File: src/rtl/udc_ctrl_pkg.sv
// Shared types for the counter bus controller: command ops, FSM states, phase-counter width.
// No logic of its own; imported by udc_bus_ctrl and udc_ctrl_timer.
package udc_ctrl_pkg;

  localparam int PHASE_W = 4;

  typedef enum logic [1:0] {
    OP_WR    = 2'b00,
    OP_RD    = 2'b01,
    OP_START = 2'b10,
    OP_STOP  = 2'b11
  } op_e;

  typedef enum logic [1:0] {
    IDLE,
    SETUP,
    STROBE,
    HOLD
  } state_e;

  // Phase lengths are counted down to zero, so the counter is loaded with length-1.
  function automatic logic [PHASE_W-1:0] phase_load(input int cycles);
    return PHASE_W'(cycles - 1);
  endfunction

endpackage

File: src/rtl/udc_ctrl_timer.sv
// Loadable phase down-counter; done is high while the count is zero.
// Latency: load takes effect on the next edge. No backpressure.
module udc_ctrl_timer
  import udc_ctrl_pkg::*;
(
  input  logic               clk,
  input  logic               reset,
  input  logic               load,
  input  logic [PHASE_W-1:0] load_val,
  output logic               done
);

  logic [PHASE_W-1:0] cnt_q;

  always_ff @(posedge clk) begin
    if (!reset) begin
      cnt_q <= '0;
    end else if (load) begin
      cnt_q <= load_val;
    end else if (cnt_q != '0) begin
      cnt_q <= cnt_q - 1'b1;
    end
  end

  assign done = (cnt_q == '0);

endmodule

File: src/rtl/udc_bus_ctrl.sv
// Command-to-counter-bus controller: SETUP/STROBE/HOLD cycles on ncs/nwr/nrd, start/stop level control.
// Latency: bus op accepted at T -> rsp_valid at T+SETUP+STROBE+HOLD+1; start/stop -> T+1.
// Backpressure: cmd_ready only in IDLE; no response backpressure. UDC_CTRL_ERR_LATCH_EN makes err_flag sticky.
module udc_bus_ctrl
  import udc_ctrl_pkg::*;
#(
  parameter int SETUP_CYC  = 1,
  parameter int STROBE_CYC = 2,
  parameter int HOLD_CYC   = 1
) (
  input  logic       clk,
  input  logic       reset,
  input  logic       cmd_valid,
  output logic       cmd_ready,
  input  logic [1:0] cmd_op,
  input  logic [1:0] cmd_addr,
  input  logic [7:0] cmd_wdata,
  output logic       rsp_valid,
  output logic [7:0] rsp_rdata,
  output logic       ncs,
  output logic       nwr,
  output logic       nrd,
  output logic       a0,
  output logic       a1,
  output logic [7:0] din,
  input  logic [7:0] bus_rdata,
  output logic       start_in,
  input  logic       err_in,
  output logic       err_flag
);

  localparam logic [PHASE_W-1:0] SETUP_LD  = phase_load(SETUP_CYC);
  localparam logic [PHASE_W-1:0] STROBE_LD = phase_load(STROBE_CYC);
  localparam logic [PHASE_W-1:0] HOLD_LD   = phase_load(HOLD_CYC);

  state_e             state_q, state_d;
  logic               tmr_load;
  logic [PHASE_W-1:0] tmr_val;
  logic               tmr_done;
  logic               rd_q;
  logic               accept;
  logic               bus_op;
  op_e                op;

  assign op        = op_e'(cmd_op);
  assign cmd_ready = (state_q == IDLE);
  assign accept    = cmd_valid && cmd_ready;
  assign bus_op    = (op == OP_WR) || (op == OP_RD);

  udc_ctrl_timer u_timer (
    .clk      (clk),
    .reset    (reset),
    .load     (tmr_load),
    .load_val (tmr_val),
    .done     (tmr_done)
  );

  always_comb begin
    state_d  = state_q;
    tmr_load = 1'b0;
    tmr_val  = '0;
    case (state_q)
      IDLE: begin
        if (accept && bus_op) begin
          state_d  = SETUP;
          tmr_load = 1'b1;
          tmr_val  = SETUP_LD;
        end
      end
      SETUP: begin
        if (tmr_done) begin
          state_d  = STROBE;
          tmr_load = 1'b1;
          tmr_val  = STROBE_LD;
        end
      end
      STROBE: begin
        if (tmr_done) begin
          state_d  = HOLD;
          tmr_load = 1'b1;
          tmr_val  = HOLD_LD;
        end
      end
      HOLD: begin
        if (tmr_done) begin
          state_d = IDLE;
        end
      end
      default: state_d = IDLE;
    endcase
  end

  // Strobes decode straight from the state register, so reset forces them high on the next cycle.
  assign ncs = (state_q == IDLE);
  assign nwr = !((state_q == STROBE) && !rd_q);
  assign nrd = !((state_q == STROBE) && rd_q);

  always_ff @(posedge clk) begin
    if (!reset) begin
      state_q   <= IDLE;
      rd_q      <= 1'b0;
      a0        <= 1'b0;
      a1        <= 1'b0;
      din       <= '0;
      rsp_valid <= 1'b0;
      rsp_rdata <= '0;
      start_in  <= 1'b0;
    end else begin
      state_q   <= state_d;
      rsp_valid <= ((state_q == HOLD) && tmr_done) || (accept && !bus_op);
      if (accept && bus_op) begin
        rd_q <= (op == OP_RD);
        a0   <= cmd_addr[0];
        a1   <= cmd_addr[1];
        din  <= cmd_wdata;
      end
      if (accept && (op == OP_START)) start_in <= 1'b1;
      if (accept && (op == OP_STOP))  start_in <= 1'b0;
      if ((state_q == STROBE) && tmr_done && rd_q) begin
        rsp_rdata <= bus_rdata;
      end
    end
  end

`ifdef UDC_CTRL_ERR_LATCH_EN
  // A new error in the same cycle as a stop wins, so no error is lost.
  always_ff @(posedge clk) begin
    if (!reset) begin
      err_flag <= 1'b0;
    end else if (err_in) begin
      err_flag <= 1'b1;
    end else if (accept && (op == OP_STOP)) begin
      err_flag <= 1'b0;
    end
  end
`else
  always_ff @(posedge clk) begin
    if (!reset) begin
      err_flag <= 1'b0;
    end else begin
      err_flag <= err_in;
    end
  end
`endif

endmodule
File: config.mk
export PLATFORM = sky130hd
export DESIGN_NAME = udc_bus_ctrl
export DESIGN_NICKNAME = d
export VERILOG_FILES = /design/src/rtl/udc_ctrl_pkg.sv /design/src/rtl/udc_ctrl_timer.sv /design/src/rtl/udc_bus_ctrl.sv
export SDC_FILE = /design/constraint.sdc
export NUM_CORES = 1
export LEC_CHECK = 0
export ABC_AREA = 1
export CAP_MARGIN = 20
export CORE_ASPECT_RATIO = 0.9
export CORE_MARGIN = 2
export CORE_UTILIZATION = 46
export DETAILED_ROUTE_END_ITERATION = 10
export GPL_TIMING_DRIVEN = 0
export PLACE_DENSITY = 0.83
export SLEW_MARGIN = 0
export SYNTH_ARGS = -nofsm -noshare
export SYNTH_HDL_FRONTEND = slang
export SYNTH_HIERARCHICAL = 1
export SYNTH_SLANG_ARGS = --single-unit
File: constraint.sdc
create_clock -name clk -period 2.8 [get_ports clk]
set_input_delay 0.28 -clock clk [delete_from_list [all_inputs] [get_ports clk]]
set_output_delay 0.28 -clock clk [all_outputs]
set_load 0.02 [all_outputs]
* Word-level counts from Yosys, hierarchy flattened *
Index checks and enable logic that the tools add are counted.

operators by class
  add/subtract/negate cells = 1
  eq/ne operators = 10
  muxes and demuxes = 12
  bitwise operators = 1
  reduce and logical (&&, ||, !) cells = 24

operators with widths
  cell                 number
  $logic_and 1x1->1    10
  $eq 2x2->1 const B   4
  $mux 2               4
  $mux 4               2
  $pmux 2 s4           1
  $ne 2x2->1 const B   3
  $eq 2x1->1 const B   2
  $logic_not 1->1      4
  $logic_not 2->1      2
  $logic_not 4->1      1
  $mux 1               4
  $reduce_and 4->1     1
  $reduce_bool 4->1    1
  $reduce_or 2->1      2
  $sub 4x1->4 const B  1
  $logic_or 1x1->1     2
  $ne 2x1->1 const B   1
  $pmux 1 s2           1
  $reduce_bool 2->1    1
  $not 1->1            1

word-level totals
  register bits = 28
  bits of input ports = 24
  output and inout port bits = 25
  word-level logic and storage cells = 58

* Longest topological paths before layout *
  depth after elaboration = 6
  mapped depth = 11
  mapped depth without buffers = 10

* Cells and area by module *
Netlist, hierarchy kept.

modules (own cells, without submodules)
  module          instances  cells an instance  area an instance (um2)  sequential area each (um2)
  udc_bus_ctrl    1          130                1026.0                  480.5
  udc_ctrl_timer  1          40                 247.7                   80.1

* Worst setup path after synthesis *
Ideal clock, no wire load.

  path kind = reg2reg
  start point = register state_q[0]
  end point = register u_timer.cnt_q[3]
  library setup time = 0.111 ns
  arrival time = 1.755 ns
  data required time = 2.689 ns
  path slack = 0.934 ns
  stages on the path, launching flop included = 12
  buffers on the path = 1
  period minus slack after synthesis = 1.866 ns
  path through = dfxtp_1 inv_1 ha_1 nand2_2 nor2_4 inv_2 buf_6 a21oi_2 inv_2 or2_0 nand3_1 nor2_1

on the way
  cells in the longest elaborated chain, start to end = 6
  elaborated cells on any way between the ends = 10
  classes of those cells = eq/ne: 2; mux: 3; reduce/logical: 5

ends and longest elaborated chain
  element                                             RTL line              RTL
  from (decl)                                         udc_bus_ctrl.sv:36    state_e state_q, state_d;
  from (signal assigned)                              udc_bus_ctrl.sv:109   state_q <= state_d;
  $logic_not 2->1 *                                   udc_bus_ctrl.sv:46    assign cmd_ready = (state_q == IDLE);
  net cmd_ready                                       udc_bus_ctrl.sv:14    output logic cmd_ready,
  $logic_and 1x1->1                                   udc_bus_ctrl.sv:47    assign accept = cmd_valid && cmd_ready;
  $logic_and 1x1->1                                   udc_bus_ctrl.sv:64    if (accept && bus_op) begin
  $mux 1                                              udc_bus_ctrl.sv:64
  $pmux 1 s2 *                                        udc_bus_ctrl.sv:62    case (state_q)
  net tmr_load                                        udc_bus_ctrl.sv:37    logic tmr_load;
  $mux 4 / $reduce_bool 2->1 (equally long branches)  n/a
  to (signal assigned)                                udc_ctrl_timer.sv:19  cnt_q <= load_val;
  to (signal assigned)                                udc_ctrl_timer.sv:21  cnt_q <= cnt_q - 1'b1;
  to (decl)                                           udc_ctrl_timer.sv:13  logic [PHASE_W-1:0] cnt_q;

The timed path passes the listed nets; every way through them passes the cells marked *.
A chain may end at the register's enable or synchronous reset.

* Worst setup path after layout *
  start point = register state_q[0]
  end point = output port nwr

on the way
  cells in the longest elaborated chain, start to end = 3

ends and longest elaborated chain
  element            RTL line            RTL
  $eq 2x2->1         udc_bus_ctrl.sv:95  assign nwr = !((state_q == STROBE) && !rd_q);
  $logic_and 1x1->1  udc_bus_ctrl.sv:95
  $logic_not 1->1    udc_bus_ctrl.sv:95
  to (decl)          udc_bus_ctrl.sv:21  output logic nwr,

Every way passes these cells.

==> run summary <==
outcome: completed
vias per inst: 4.68
top cells by area, synth: dfxtp_1 (44%), nor2_1 (8.5%), o21ai_0 (7.1%), inv_1 (7.1%), a21oi_1 (6.3%)
Post-Syn Area per Cell: 7.49 sq um
CORE AREA: 2680 sq um
RSZ-0062 raised after global routing: false
commonest cells after routing, fill and taps aside: clkdlybuf4s50_1 (48), nor2_1 (29), dfxtp_1 (28)
Final Hold Violating Endpoints: 0
delay-heaviest family, CP: buffers and inverters
CTS root buffer: clkbuf_4
Routed wire per std cell: 10.3 um
max-cap check violation count: 0
share of layout cells above drive strength 1: 8.48%
post-layout min period: 2220 ps
Worst-Skew Late Latency: 330 ps
area of the multi-input gates: 572 sq um
Power per Cell Area: 773 nW/um^2
CTS Buf Count: 3
HPWL after DPL: 1950 um
H-tree depth: 1
global-route wire length before repair: 4370 um
Netlist cell types: 23
Most common cell on crit path: inv_1
DR WL met2: 1160 um
Synth top area share: 44.0%
Clock Tree Buf Depth: 2
max incr delay on CP: 530 ps
Setup crit end kind: primary output
WL final: 2620 um
M1 WL: 1250 um
Final Cycle Share: 79.4%
Filler cells: 228
Max Clock Freq: 0.450 GHz
required time of the critical path: 2520 ps
via count: 1189
Slew Limit Fails: 0
Remaining DRCs: 0
Startpoint Class: flop
commonest non-fill, non-tap cell in the layout: clkdlybuf4s50_1
top sig layer: met4
gr ovfl total: 0
final core occ: 69.1%
Mapped Area: 1270 sq um
flops & latches, synth: 28
n_diodes: 0
crit path DAT: 1940 ps
clock skew: 7.08 ps
DRT Pass-1 Iters: 4
CP Class: reg2out
endpoints failing setup: 0
DR iter-0 viols: 13
Site Rows: 18
register area share after synthesis: 44.0%
IO Port Bufs: 48
Final WS setup: 578 ps
pin count of the biggest net entering global routing: 17
Max VDD drop: 0.561 mV
Resized cells post-CTS: 0
nets@finish: 255
clock-pin slew on the worst setup and hold paths: 150 ps
Area growth, synth to finish: 45.4%
RePlAce Congestion: 0.766
setup TNS: 0 ps
CTS tree: done
Die X: 59.5 um
initial core utilization: 47.5%
Cell Chain, Critical Path: inv_1 > ha_1 > inv_1 > or2_2 > clkdlybuf4s50_1
sequential cell area: 561 sq um
Hold Crit Class: in2reg
Critical Path Fanout Max: 5
initial antenna violation count: 0
die area: 3210 sq um
num ports: 49
routed wl met3: 174 um
Detail Route Antenna Nets: 0
Synth area leader: dfxtp_1
synth warn: 6
vias in the first global route: 1061
post-CTS setup buffer count: 0
die height: 53.9 um
crit path buf inv count: 3
Placement Setup Slack: 788 ps
Sink Count: 28
Tot GR Track Use: 18.0%
cts hold-fix bufs: 0
Critical-path top delay cell: clkdlybuf4s50_1
static leakage: 0.792 nW
Post-Synthesis Cells: 170
-- cells in the mapped netlist --
library cell and count:
nand2_1 21, a21oi_1 16, nand3_2 2, or2_2 1, inv_1 24, buf_6 3, o21ai_1 4, o21ai_2 1
nor2_1 29, nand3_1 4, buf_4 1, ha_1 6, inv_2 2, o21ai_0 18, nand2_2 1, dfxtp_1 28
nand4_1 2, a21boi_0 1, or2_0 1, conb_1 1, nor2_4 1, a21oi_2 1, buf_2 2
-- worst reg2reg max path, cell delays in order, from the launching register on --
cell	delay (ps)
dfxtp_1	350
inv_1	100
ha_1	260
nand2_1	90
nor2_1	320
nand2_1	140
a21oi_2	270
inv_2	110
or2_0	200
nand3_1	80
nor2_1	50
-- flip-flops by register name, summed over array words and instances (netlist names), 2 cells and up --
register,count
din,8
rsp_rdata,8
state_q,2
u_timer/cnt_q,4
-- stage by stage --
step	hold slack [ps]	total power, mW	instance area [sq um]	cells
2_1_floorplan	378	0.955	1280	172
3_3_place_gp	431	1.16	1800	250
3_5_place_dp	435	1.17	1800	250
4_1_cts	447	1.44	1850	254
5_1_grt	469	1.55	1850	254
6_report	453	1.43	1850	254
-- final timing paths --
check	slack (ps)	from	end	cells past startpoint
setup reg to reg	750	u_timer/cnt_q[0]$_SDFFE_PN0P_	u_timer/cnt_q[3]$_SDFFE_PN0P_	10
setup / recovery	580	state_q[0]$_SDFFE_PN0P_	nwr	5
hold / removal	450	err_in	err_flag$_SDFF_PN0_	3
hold reg to reg	450	rsp_rdata[2]$_SDFFE_PN0P_	rsp_rdata[2]$_SDFFE_PN0P_	2
-- logic make-up (layout without fill, tap and decap cells) --
| logic type | Yosys count | in the layout | share of synthesized area [%] |
|---|---|---|---|
| AND/OR/NAND/NOR | 62 | 62 | 21.2 |
| AO/OA/AOI/OAI | 41 | 41 | 16.9 |
| buffers and inverters | 32 | 84 | 11.7 |
| flip-flops | 28 | 28 | 44.0 |
| adder cells (fa/ha/maj) | 6 | 6 | 5.89 |
| other | 1 | 3 | 0.294 |
-- cell type report --
class / count / share of cell area, %
Buffer: 6 / 2.77
Clock buffer: 3 / 1.22
Clock inverter: 1 / 1.62
Inverter: 26 / 5.27
Multi-Input combinational cell: 112 / 30.9
Sequential cell: 28 / 30.3
Tap cell: 30 / 2.03
Timing Repair Buffer: 48 / 25.9
-- report_power, final --
group	leakage [nW]	internal [mW]	total (mW)	switching, mW
Combinational	0.535	0.285	0.649	0.364
Clock	0.0279	0.145	0.265	0.120
Sequential	0.229	0.470	0.518	0.0483
Total	0.792	0.900	1.43	0.532
-- per-layer routing --
| metal | up-vias | GRT usage (%) |
|---|---|---|
| met5 | - | 0 |
| met4 | 0 | 7.58 |
| met1 | 499 | 23.5 |
| met2 | 39 | 28.6 |
| li1 | 646 | - |
| met3 | 5 | 4.09 |
Note: power is estimated with default switching activity, not from simulation.
==> RTL change (same settings) <==
Remove the register `err_flag`: a continuous assignment takes its place, so the output `err_flag` follows one clock earlier.
--- a/src/rtl/udc_bus_ctrl.sv
+++ b/src/rtl/udc_bus_ctrl.sv
@@ -134,13 +134,7 @@
     end
   end
 `else
-  always_ff @(posedge clk) begin
-    if (!reset) begin
-      err_flag <= 1'b0;
-    end else begin
-      err_flag <= err_in;
-    end
-  end
+  assign err_flag = err_in;
 `endif
 
 endmodule
Check against the original RTL: not equivalent (a bounded check fails within 4 cycles, from zero or initial values and one cycle with reset low).
==> RTL change against the unedited design <==
  * Clock skew is 0.0052 ns lower
  * Largest power group unchanged
  * Sequential cell count down 1
  * Design area fell by 3.2%
  * Highest routed layer unchanged
  * Synthesized area decreased by 1.6%
  * Largest cell class unchanged
  * Fmax grew 1.5%
  * Routed wire length up 5.1%
  * Via count up 1.3%
  * Total power is 7.9% lower
  * Worst setup slack gained 0.034 ns
==> RTL change: results <==
[clock_tree]
clk_pin_slew_worst_paths_ns = 0.13
ctsHtreeMaxLevel = 1
clk_latency_ns = 0.32
post-cts-setup-buffers = 0
cts_max_path_buffers = 2
cts_buffers = 3

[global_route]
grt_pass1_vias = 1137
grt_pass1_wl_mm = 4.80
grt_max_degree = 15
track_usage_pct = 20.1
grt_antenna_before_repair = 0
grt_overflow = 0

[hold_path]
hold_depth = 2
min_to = "rsp_rdata[0]"
hold_path.class = "flip-flop to flip-flop"
hold_start = "rsp_rdata[0]"

[setup_path]
critPathArrivalTime_ns = 1.91
r2r-end = "u_timer/cnt_q[3]"
critPathMaxStageDelay_ns = 0.54
r2r_cells = 10
timing.rr.start = "u_timer/cnt_q[0]"
cpMaxStageDelayCell = "clkdlybuf4s50_1"
cp_max_fo = 5
rrSetupSlack_ns = 0.79

[logic_synthesis]
synthTopCellsByArea = "dfxtp_1 43%, nor2_1 8.7%, inv_1 6.9%"
ys_seq_area_share_pct = 43.1
synth_top_flop_cell = "dfxtp_1"
syn_inst = 168
synthArstFlopShare_pct = 0
synth.distinct_cells = 24
synth_commonest_cells = "29 x nor2_1, 27 x dfxtp_1, 23 x inv_1"

[layout]
reg.largest.list = "din (8), rsp_rdata (8), u_timer/cnt_q (4)"
seq_area_um2 = 541
n_antenna_cell = 0
layout-drive-gt1-share_pct = 8.60
fill_cells = 210

[placement]
finalWeightedCongestion = 0.770
port_buffers = 47
hpwl_mm = 2.16
post_dp_cell_area_um2 = 1770

[power_and_ir_drop]
leakage_nw = 0.763
ir_drop_mv = 0.373

[detailed_routing]
drt_iter0_drc = 69
vias = 1205
vias_per_cell = 4.84
first_pass_iters = 4
wl_mm = 2.76

[timing]
fin_skew_ns = 0.00184

[outcome]
status = "completed"
RTL change: layout make-up:
class                           count  share of cell area, %
Buffer                              7                   3.28
Multi-Input combinational cell    111                   31.7
Tap cell                           28                   1.95
Timing Repair Buffer               47                   26.2
Clock buffer                        4                   1.47
Inverter                           25                   5.23
Sequential cell                    27                   30.1
RTL change: power breakdown:
| part | internal [W] | switching (W) |
|---|---|---|
| clock | 0.0000558 | 0.000106 |
| combinational | 0.000286 | 0.000366 |
| sequential | 0.000455 | 0.0000507 |
| total | 0.000797 | 0.000522 |
RTL change: through the flow:
step	setup WS [ns]	hold slack, ns
floorplan	0.934	0.405
global placement	0.830	0.431
detailed placement	0.790	0.436
CTS	0.595	0.455
global route	0.504	0.470
finish	0.611	0.451
RTL change: worst max path at each step:
stage	from	end	slack, ns	cells after the start
6_report	state_q[0]	nwr	0.61	5
5_1_grt	state_q[0]	nwr	0.50	5
4_1_cts	state_q[0]	nwr	0.60	5
3_5_place_dp	cmd_valid	u_timer/cnt_q[3]	0.79	10
3_3_place_gp	cmd_valid	u_timer/cnt_q[3]	0.83	10
2_1_floorplan	state_q[0]	u_timer/cnt_q[3]	0.93	11
RTL change: cell families (layout without fill, tap and decap cells):
group | Yosys count | in the layout | share of synthesized area, %
AND/OR/NAND/NOR | 61 | 61 | 21.3
AO/OA/AOI/OAI | 41 | 41 | 17.2
buffers and inverters | 32 | 83 | 12.2
flip-flops | 27 | 27 | 43.1
adder cells (fa/ha/maj) | 6 | 6 | 5.99
other | 1 | 3 | 0.299
RTL change: routing by layer:
layer	share of wire, %	global-route usage, %	vias up
li1	-	-	629
met1	43	22.4	530
met3	8.0	6.85	5
met5	0	0	-
met4	0.98	5.68	0
met2	48	36.5	41
RTL change: critical path: cells and delay by family, from the launching register on:
| family | cells | cell delay (ns) |
|---|---|---|
| flip-flops | 1 | 0.38 |
| adder cells (fa/ha/maj) | 1 | 0.24 |
| AND/OR/NAND/NOR | 1 | 0.26 |
| buffers and inverters | 3 | 0.71 |
